### config.mk
export PLATFORM = sky130hd
export DESIGN_NAME = air_zone_ctrl
export DESIGN_NICKNAME = d
export VERILOG_FILES = /design/src/rtl/air_zone_ctrl.sv
export SDC_FILE = /design/constraint.sdc
export NUM_CORES = 1
export LEC_CHECK = 0
export ABC_AREA = 1
export CORE_UTILIZATION = 54
export CTS_CLUSTER_DIAMETER = 150
export DETAILED_ROUTE_END_ITERATION = 7
export PLACE_DENSITY_LB_ADDON = 0.08
export SLEW_MARGIN = 20
export SYNTH_ARGS = -nofsm -noshare
export SYNTH_HDL_FRONTEND = slang
export SYNTH_SLANG_ARGS = --single-unit
### constraint.sdc
create_clock -name clk -period 2.75 [get_ports clk]
set_input_delay 0.6875 -clock clk [delete_from_list [all_inputs] [get_ports clk]]
set_output_delay 0.6875 -clock clk [all_outputs]
set_load 0.05 [all_outputs]
### src/rtl/air_zone_ctrl.sv
// air_zone_ctrl: per-zone IDLE/HEAT/COOL hysteresis controllers sharing one
// setpoint and band, with zone enables, global mode, minimum dwell and a busy-zone count.
module air_zone_ctrl #(
  parameter int WIDTH = 5,
  parameter int ZONES = 4,
  parameter int DWELL = 0
) (
  input  logic                       clk,
  input  logic                       rst_n,
  input  logic [1:0]                 mode,
  input  logic [ZONES-1:0]           zone_en,
  input  logic [WIDTH-1:0]           setpoint,
  input  logic [WIDTH-1:0]           band,
  input  logic [ZONES*WIDTH-1:0]     temperature,
  output logic [ZONES-1:0]           heating,
  output logic [ZONES-1:0]           cooling,
  output logic [$clog2(ZONES+1)-1:0] active_cnt
);
  localparam int CW = $clog2(ZONES+1);
  // DWELL=0 keeps a 1-bit counter that only ever loads 0, so it stays constant 0.
  localparam int DW = (DWELL > 0) ? $clog2(DWELL+1) : 1;
  localparam logic [WIDTH:0]  T_MAX    = {1'b0, {WIDTH{1'b1}}};
  localparam logic [DW-1:0]   DWELL_LD = DW'(DWELL);
  localparam logic [DW-1:0]   DW_ONE   = DW'(1);

  typedef enum logic [1:0] {
    IDLE = 2'b00,
    HEAT = 2'b10,
    COOL = 2'b01
  } state_t;

  state_t          state_r [ZONES];
  state_t          state_s [ZONES];
  logic [DW-1:0]   dwell_r [ZONES];
  logic [DW-1:0]   dwell_s [ZONES];
  logic [CW-1:0]   active_cnt_r;
  logic [WIDTH:0]  sp_s;
  logic [WIDTH:0]  b_s;
  logic [WIDTH:0]  heat_thr_s;
  logic [WIDTH:0]  cool_thr_s;
  logic            cool_ok_s;
  logic [ZONES-1:0] heat_on_s;
  logic [ZONES-1:0] heat_off_s;
  logic [ZONES-1:0] cool_on_s;
  logic [ZONES-1:0] cool_off_s;
  logic [ZONES-1:0] busy_s;

  function automatic logic [CW-1:0] popcount(input logic [ZONES-1:0] v);
    logic [CW-1:0] c;
    c = '0;
    for (int i = 0; i < ZONES; i++) begin
      c = c + CW'(v[i]);
    end
    return c;
  endfunction

  // Shared thresholds; heat threshold saturates at 0, cool threshold may exceed range.
  always_comb begin
    sp_s       = {1'b0, setpoint};
    b_s        = (band == {WIDTH{1'b0}}) ? {{WIDTH{1'b0}}, 1'b1} : {1'b0, band};
    heat_thr_s = (b_s > sp_s) ? {(WIDTH+1){1'b0}} : (sp_s - b_s);
    cool_thr_s = sp_s + b_s;
    cool_ok_s  = (cool_thr_s <= T_MAX);
  end

  // Per-zone threshold comparisons in WIDTH+1 bits.
  always_comb begin
    heat_on_s  = '0;
    heat_off_s = '0;
    cool_on_s  = '0;
    cool_off_s = '0;
    for (int z = 0; z < ZONES; z++) begin
      heat_on_s[z]  = ({1'b0, temperature[z*WIDTH +: WIDTH]} <= heat_thr_s);
      heat_off_s[z] = ({1'b0, temperature[z*WIDTH +: WIDTH]} >= sp_s);
      cool_on_s[z]  = cool_ok_s && ({1'b0, temperature[z*WIDTH +: WIDTH]} >= cool_thr_s);
      cool_off_s[z] = ({1'b0, temperature[z*WIDTH +: WIDTH]} <= sp_s);
    end
  end

  // Next-state and dwell logic; forced IDLE overrides the dwell hold.
  always_comb begin
    busy_s = '0;
    for (int z = 0; z < ZONES; z++) begin
      state_s[z] = state_r[z];
      dwell_s[z] = dwell_r[z];
      if (!zone_en[z] || (mode == 2'b00) ||
          ((state_r[z] == HEAT) && (mode == 2'b10)) ||
          ((state_r[z] == COOL) && (mode == 2'b01))) begin
        state_s[z] = IDLE;
        dwell_s[z] = '0;
      end else if (dwell_r[z] != '0) begin
        dwell_s[z] = dwell_r[z] - DW_ONE;
      end else begin
        case (state_r[z])
          IDLE: begin
            if (heat_on_s[z] && mode[0]) begin
              state_s[z] = HEAT;
              dwell_s[z] = DWELL_LD;
            end else if (cool_on_s[z] && mode[1]) begin
              state_s[z] = COOL;
              dwell_s[z] = DWELL_LD;
            end else begin
              state_s[z] = IDLE;
            end
          end
          HEAT: begin
            if (heat_off_s[z]) begin
              state_s[z] = IDLE;
              dwell_s[z] = DWELL_LD;
            end else begin
              state_s[z] = HEAT;
            end
          end
          COOL: begin
            if (cool_off_s[z]) begin
              state_s[z] = IDLE;
              dwell_s[z] = DWELL_LD;
            end else begin
              state_s[z] = COOL;
            end
          end
          default: begin
            state_s[z] = IDLE;
            dwell_s[z] = '0;
          end
        endcase
      end
      busy_s[z] = (state_s[z] != IDLE);
    end
  end

  // State, dwell and active-count registers.
  always_ff @(posedge clk or negedge rst_n) begin
    if (!rst_n) begin
      for (int z = 0; z < ZONES; z++) begin
        state_r[z] <= IDLE;
        dwell_r[z] <= '0;
      end
      active_cnt_r <= '0;
    end else begin
      for (int z = 0; z < ZONES; z++) begin
        state_r[z] <= state_s[z];
        dwell_r[z] <= dwell_s[z];
      end
      active_cnt_r <= popcount(busy_s);
    end
  end

  // Output decode straight from the state registers.
  always_comb begin
    heating = '0;
    cooling = '0;
    for (int z = 0; z < ZONES; z++) begin
      heating[z] = (state_r[z] == HEAT);
      cooling[z] = (state_r[z] == COOL);
    end
  end

  assign active_cnt = active_cnt_r;

endmodule

# Word level (Yosys, flattened, before mapping)
# Cells that the tools add are included.
# totals
word_cells	130
register_bits	15
output_inout_bits	11
# classes
eq_ne	10
reduce_logical	46
muxes	38
order_cmp	18
addsub	9
# ops
op	n
2-bit two-way mux	16
5-bit by 6-bit >= comparator with 1-bit output	4
5-bit by 6-bit <= comparator with 1-bit output	4
2-bit one-hot mux with 3 select lines	4
5-bit >= comparator	4
5-bit <= comparator	4
1-bit logical AND	20
1-bit two-way mux	16
1-bit logical OR	12
2-bit by 1-bit equality test with 1-bit output (second input constant)	5
2-bit equality test (second input constant)	5
2-bit logical NOT	5
2-bit nonzero test	4
5-bit by 5-bit adder with 6-bit output	1
6-bit by 5-bit <= comparator with 1-bit output (second input constant)	1
6-bit two-way mux	1
5-bit by 5-bit subtractor with 6-bit output	1
5-bit greater-than comparator	1
5-bit logical NOT	1
5-bit two-way mux	1
1-bit logical NOT	4
1-bit subtractor (second input constant)	4
2-bit by 1-bit adder with 3-bit output	1
3-bit by 1-bit adder with 3-bit output	1
1-bit by 1-bit adder with 2-bit output	1

# Longest topological paths before layout
# Gate-level depths: netlist of the first run.
# logic_depth
depth_word	15
ltp_mapped	26
depth_no_buf	26

# Least setup slack after synthesis of the first run
# Ideal clock, no wire load.
# synth_path
path_kind	input -> register
startpoint	input band[4]
endpoint	register active_cnt_r[1], in the netlist active_cnt[1]
t_arrival_ps	3909
setup_slack_ps	-1284
cell_stages	24
setup_time_ps	126
path_cell_list	inv_1 -> a41o_1 -> ha_1 -> fa_1 -> nor2_4 -> nand2_2 -> nand3_4 -> nand3_1 -> ha_1 -> nand2_1 -> inv_1 -> nand2_1 -> nand2_1 -> nand2_1 -> nand2_1 -> nand3_2 -> nand2_1 -> nand3_1 -> nand2_1 -> nand2_1 -> nand2_1 -> fa_1 -> ha_1 -> ha_1
# synth_between
elab_chain_cells	15
# synth_lines
item	line	rtl
start, declared	13	input logic [WIDTH-1:0] band,
5-bit logical NOT	60	b_s = (band == {WIDTH{1'b0}}) ? {{WIDTH{1'b0}}, 1'b1} : {1'b0, band};
5-bit two-way mux (*)	60	
5-bit by 5-bit adder with 6-bit output	62	cool_thr_s = sp_s + b_s;
6-bit by 5-bit <= comparator with 1-bit output or 5-bit by 6-bit >= comparator with 1-bit output (tied branches)	63, 75	
1-bit logical AND	75	cool_on_s[z] = cool_ok_s && ({1'b0, temperature[z*WIDTH +: WIDTH]} >= cool_thr_s);
1-bit logical AND	99	end else if (cool_on_s[z] && mode[1]) begin
1-bit two-way mux	99	
2-bit two-way mux	96	if (heat_on_s[z] && mode[0]) begin
2-bit one-hot mux with 3 select lines	94	case (state_r[z])
2-bit two-way mux	91	end else if (dwell_r[z] != '0) begin
2-bit two-way mux	86	if (!zone_en[z] || (mode == 2'b00) ||
2-bit nonzero test	128	busy_s[z] = (state_s[z] != IDLE);
1-bit by 1-bit adder with 2-bit output	52	c = c + CW'(v[i]);
2-bit by 1-bit adder with 3-bit output	52	
3-bit by 1-bit adder with 3-bit output (*)	52	
end signal, assigned	145	active_cnt_r <= popcount(busy_s);
end, declared	36	logic [CW-1:0] active_cnt_r;
# Every way passes the cells marked *; elsewhere a longest branch is shown, timed or not.

# Worst setup path after layout of the first run
# layout_path
startpoint	input setpoint[2]
endpoint	register active_cnt_r[1], in the netlist active_cnt[1]
# layout_between
elab_chain_cells	13
# layout_lines
item	line	rtl
start, declared	12	input logic [WIDTH-1:0] setpoint,
5-bit by 5-bit adder with 6-bit output	62	
6-bit by 5-bit <= comparator with 1-bit output or 5-bit by 6-bit >= comparator with 1-bit output (tied branches)	63, 75	
1-bit logical AND	75	
1-bit logical AND	99	
1-bit two-way mux	99	
2-bit two-way mux	96	
2-bit one-hot mux with 3 select lines	94	
2-bit two-way mux	91	
2-bit two-way mux	86	
2-bit nonzero test	128	
1-bit by 1-bit adder with 2-bit output	52	
2-bit by 1-bit adder with 3-bit output	52	
3-bit by 1-bit adder with 3-bit output (*)	52	
# Marked as above.

==> metrics.txt, run 1 <==
top cell type's share of synthesized area 0.345; Yosys warning count 0; top post-synthesis cells by count 124 x nand2_1, 80 x inv_1, 72 x ha_1, 24 x nor2_1, 15 x a21oi_1; die area between 5000 and 6000 µm²; Die Height between 70 and 80 µm; vias per inst about 5.4; number of global-route vias before repair between 2,000 and 3,000; CTS tree done; Top Ports between 40 and 50; post-route setup TNS -7300 ps; later-pin clock latency in the skew report roughly 240 ps; CP required between 2000 and 3000 ps; Pre-antenna DRT Iters 5; most common flop cell mapped by yosys dfrtp_1; achievable frequency between 0.2 and 0.25 GHz; Final Setup Violations 11; Ant. Diodes 0; hold_ws between 600 and 700 ps; Area Growth Syn to Fin 47.7%; Slew @ Worst Pin about 530 ps; share of layout cells above drive strength 1 0.272; Max rail drop VDD around 0.38 mV; WL per Instance ~15 µm; nets just over 600; Layout fillers between 200 and 300; Power per Cell Area roughly 330 nW/µm²; Placer Congestion about 0.9; Max Cap Violations 0; Root Driver clkbuf_8; syn_area_per_cell approximately 6.7 µm²; Final Hold Fails 0; DPL Wire Length 6.05 mm; final worst clock skew between 2 and 3 ps; clk buf depth 2; Worst Setup End Kind flop; Mapped Cells around 400; Syn Std Cell Area roughly 2600 µm²; Post-synth EDFFs 0; Antenna Violating Nets Remaining 0; top-count cell post-synth nand2_1; first-pass GRT wire length 12.5 mm; Max Fanout on Critical Path 5; initial drt markers approximately 190; Seq cells post-synth 11; Cells after DPL between 500 and 600; synth unique cells 26; Clock transition at path regs 50 ps; top cells by area in the synthesized netlist ha_1 35%, nand2_1 18%, inv_1 12%; routed wire length ~8.2 mm; PortBufs 48; failing checks setup timing; status complete, but fails checks; H-tree Lvls 1; fin crit share 1.50; Critical Path AT 4250 ps; Net Count, Synth 504; GRT Util Overall 0.309; worst setup margin -1370 ps; hold bufs inserted after CTS 0; Via Count slightly above 3,000; Worst setup SP type input pin; Hold WC Path Type flop to flop; Max-slew headroom 0.648; FFs w/ async S/R, synth 1.00; Final Max Tran Viols 0; drt drc 0; gr ovfl total 0; total power draw ~1.3 mW; Num CTS Buffers 3; Non-Filler Instances approximately 560; area leader, netlist ha_1; width of the die 71.5 µm; starting density of the core 0.579; min Tclk post-route around 4100 ps; Static Leak ~2.2 nW; initial antenna violation count 0; largest net degree at the start of global routing 12; placement row count 24; CTS sink cnt 11; Core Box Area 4500 µm²; RSZ-0062 raised after global routing true; sequential element share of the synthesized area 0.106; Worst Path Class, Setup input pin to flop
-- layer usage --
metal	global-route usage	vias up	wire, µm
li1	-	1473	-
met1	0.356	1387	3250
met2	0.595	144	4220
met3	0.0422	26	532
met4	0.0828	0	233
met5	0	-	0
-- worst max-delay path, stage by stage --
cell and delay [ps]:
clkdlybuf4s50_1 530, ha_4 240, nand2_1 80, nand2_1 80
a31oi_1 230, or2_2 160, nand3_2 130, ha_1 330
nand2_1 80, inv_2 40, nand2_1 50, nand2_1 50
nand2_1 70, nand2_1 60, nand3_2 80, nand2_1 90
nand3_2 60, nand2_1 70, nand2_2 100, nand2_2 60
fa_1 560, ha_2 200, ha_4 190
-- state kept, by name (all words and copies together), names as in the netlist --
name	cells
active_cnt	3
state_r	8
-- path summary, 6_finish.rpt --
kind	startpoint	to	slack [ps]	cells after the start
min reg2reg	state_r[5]	state_r[5]	600	3
max	setpoint[2]	active_cnt[1]	-1370	23
max reg2reg	state_r[7]	active_cnt[1]	520	10
min	state_r[5]	state_r[5]	600	3
max in group asynchronous	rst_n	state_r[1]	1620	1
min in group asynchronous	rst_n	state_r[3]	790	1
-- layout make-up --
class / instances / area, µm² / share of cell area
timing repair buffer: 111 / 987 / 0.256
clock inverter: 1 / 5.00 / 0.00130
multi-input combinational: 292 / 2150 / 0.558
sequential: 11 / 275 / 0.0715
clock buffer: 3 / 41.3 / 0.0107
tap: 52 / 65.1 / 0.0169
inverter: 86 / 330 / 0.0857
-- through the flow --
step / setup WS [ps] / util / instance area [µm²]
CTS: -1210 / 0.830 / 3740
global placement: -1950 / 0.794 / 3570
floorplan: -1160 / - / 2630
detailed placement: -2060 / 0.794 / 3570
global route: -1570 / 0.855 / 3850
finish: -1370 / 0.855 / 3850
-- cells in the final DEF, fill, tap and decap left out, types with 2 or more instances in the layout --
| cell type | n |
|---|---|
| o21a_1 | 3 |
| o22ai_1 | 4 |
| nand3_4 | 2 |
| ha_2 | 2 |
| buf_4 | 57 |
| nand3_2 | 11 |
| buf_6 | 8 |
| xor2_2 | 2 |
| a21oi_2 | 4 |
| nand2_1 | 110 |
| clkbuf_8 | 3 |
| nor2_1 | 24 |
| nor3_1 | 2 |
| a21oi_1 | 13 |
| dfrtp_1 | 11 |
| nand4_1 | 12 |
| nand3_1 | 6 |
| ha_1 | 66 |
| inv_2 | 18 |
| fa_2 | 2 |
| nand2_2 | 15 |
| clkdlybuf4s50_1 | 41 |
| a21oi_4 | 2 |
| ha_4 | 4 |
| inv_1 | 67 |
-- power by group --
part | internal, mW | switching [mW]
sequential | 0.181 | 0.00968
combinational | 0.403 | 0.521
clock | 0.0996 | 0.0619
total | 0.683 | 0.593
-- cell families after synthesis --
kind of cell	Yosys count	synth area share
buffers and inverters	88	0.127
adder cells (fa/ha/maj)	75	0.369
AO/OA/AOI/OAI	29	0.0696
flip-flops	11	0.106
AND/OR/NAND/NOR	185	0.319
XOR/XNOR	3	0.0101
-- what timing repair did --
item	in CTS	in global routing
setup endpoints to repair	11	11
buffers inserted	8	4
resized for setup	47	24
pin swaps	32	33
Note: power is estimated with default switching activity, not from simulation.
==> run 2, diff against run 1 <==
- RECOVER_POWER: default -> 25
==> run 2 against run 1 <==
  * The run still ends with setup timing left
  * Sequential share of layout area stayed put
  * Total power hardly changed
  * Worst hold slack unchanged
  * Clock-buffer cell count did not move
  * Flip-flop and latch count unchanged
  * Combinational power about the same
  * Die area unchanged
  * Register-to-register slack about the same
  * Setup slack unchanged
  * Wire length unchanged
  * Critical endpoint unchanged
  * Largest cell class unchanged
  * Largest power group unchanged
  * Highest routed layer unchanged
==> metrics.txt, run 2 (same netlist as run 1, synthesis figures left out) <==
status complete, but fails checks; failing checks setup timing; Worst setup SP type input pin; clk buf depth 2 (unchanged); Final Setup Violations 11 (unchanged); CTS tree done; width of the die 71.5 µm (unchanged); GRT Util Overall 0.309 (unchanged); Static Leak 2.17 nW (about the same); Slew @ Worst Pin 526 ps (unchanged); Antenna Violating Nets Remaining 0 (unchanged); DPL Wire Length 6.05 mm (unchanged); CTS sink cnt 11 (unchanged); Top Ports 49 (unchanged); fin crit share 1.50 (unchanged); routed wire length 8.24 mm (unchanged); WL per Instance 14.8 µm (unchanged); gr ovfl total 0 (unchanged); Biggest register state_r; drt drc 0 (unchanged); Cells after DPL 542 (unchanged); first-pass GRT wire length 12.5 mm (unchanged); Worst Setup End Kind flop; nets 618 (unchanged); hold_ws 601 ps (unchanged); Power per Cell Area 331 nW/µm² (about the same); most frequent cells in the layout 110 x nand2_1, 67 x inv_1, 66 x ha_1, 57 x buf_4, 40 x clkdlybuf4s50_1; die area 5110 µm² (unchanged); PortBufs 48 (unchanged); number of global-route vias before repair 2,955 (unchanged); later-pin clock latency in the skew report 240 ps (about the same); post-route setup TNS -7300 ps (unchanged); Num CTS Buffers 3 (unchanged); Area Growth Syn to Fin 47.7% (unchanged); starting density of the core 0.579 (unchanged); most common cell after layout, fill and taps aside nand2_1; Clock transition at path regs 50 ps (about the same); vias per inst 5.45 (unchanged); Final Hold Fails 0 (unchanged); Worst Path Class, Setup input pin to flop; Placer Congestion 0.903 (unchanged); Final Max Tran Viols 0 (unchanged); Critical Path AT 4250 ps (about the same); Die Height 71.5 µm (unchanged); max FFs per register 8 (unchanged); Ant. Diodes 0 (unchanged); Hold WC Path Type flop to flop; Max Fanout on Critical Path 5 (unchanged); initial drt markers 185 (unchanged); placement row count 24 (unchanged); Max rail drop VDD 0.379 mV (about the same); share of layout cells above drive strength 1 0.272 (unchanged); Non-Filler Instances 556 (unchanged); CP required 2880 ps (about the same); min Tclk post-route 4120 ps (unchanged); worst setup margin -1370 ps (unchanged); Max Cap Violations 0 (unchanged); largest net degree at the start of global routing 12 (unchanged); Root Driver clkbuf_8; initial antenna violation count 0 (unchanged); Pre-antenna DRT Iters 5 (unchanged); DP Worst Slack -2060 ps (unchanged); Layout fillers 275 (unchanged); RSZ-0062 raised after global routing true; Core Box Area 4500 µm² (unchanged); achievable frequency 0.243 GHz (unchanged); Max-slew headroom 0.648 (unchanged); H-tree Lvls 1 (unchanged); total power draw 1.28 mW (about the same); Via Count 3,030 (unchanged); final worst clock skew 2.63 ps (unchanged)
==> run 2: through the flow <==
| step | instance area (µm²) | util |
|---|---|---|
| 2_1_floorplan | 2630 | - |
| 3_3_place_gp | 3570 | 0.794 |
| 3_5_place_dp | 3570 | 0.794 |
| 4_1_cts | 3740 | 0.830 |
| 5_1_grt | 3850 | 0.855 |
| 6_report | 3850 | 0.855 |
==> run 2: area by class of cell <==
class                           instances  area [µm²]  share of cell area
Clock buffer                            3        41.3              0.0107
Timing Repair Buffer                  111         987               0.256
Clock inverter                          1        5.00             0.00130
Tap cell                               52        65.1              0.0169
Multi-Input combinational cell        292        2150               0.558
Sequential cell                        11         275              0.0715
Inverter                               86         330              0.0857
==> run 2: metal layers <==
| metal | GRT usage | part of all wire | up-vias |
|---|---|---|---|
| li1 | - | - | 1473 |
| met1 | 0.356 | 0.39 | 1387 |
| met2 | 0.595 | 0.51 | 144 |
| met3 | 0.0422 | 0.065 | 26 |
| met4 | 0.0828 | 0.028 | 0 |
| met5 | 0 | 0 | - |
==> run 2: timing repair <==
item                       in CTS  in global routing
pin swaps                      32                 33
hold buffers                    0                  0
setup buffers                   8                  4
setup endpoints to repair      11                 11
resized for setup              47                 24
==> run 2: worst paths after layout <==
check	from	endpoint	slack, ps	cells after the start
hold / removal	state_r[5]	state_r[5]	600	3
min in group asynchronous	rst_n	state_r[3]	860	1
hold reg to reg	state_r[5]	state_r[5]	600	3
max in group asynchronous	rst_n	state_r[1]	1540	1
setup reg to reg	state_r[7]	active_cnt[1]	520	10
setup / recovery	setpoint[2]	active_cnt[1]	-1370	23
==> run 2: critical path, stage by stage <==
cell and delay [ps]:
clkdlybuf4s50_1 530, ha_4 240, nand2_1 80, nand2_1 80, a31oi_1 230, or2_2 160
nand3_2 130, ha_1 330, nand2_1 80, inv_2 40, nand2_1 50, nand2_1 50
nand2_1 70, nand2_1 60, nand3_2 80, nand2_1 90, nand3_2 60, nand2_1 70
nand2_2 100, nand2_2 60, fa_1 560, ha_2 200, ha_4 190
==> run 2: report_power, final <==
part | leakage, nW | total, mW | switching [mW] | internal, mW
Clock | 0.0255 | 0.161 | 0.0619 | 0.0996
Sequential | 0.150 | 0.190 | 0.00968 | 0.181
Combinational | 2.00 | 0.924 | 0.521 | 0.403
Total | 2.17 | 1.28 | 0.593 | 0.683
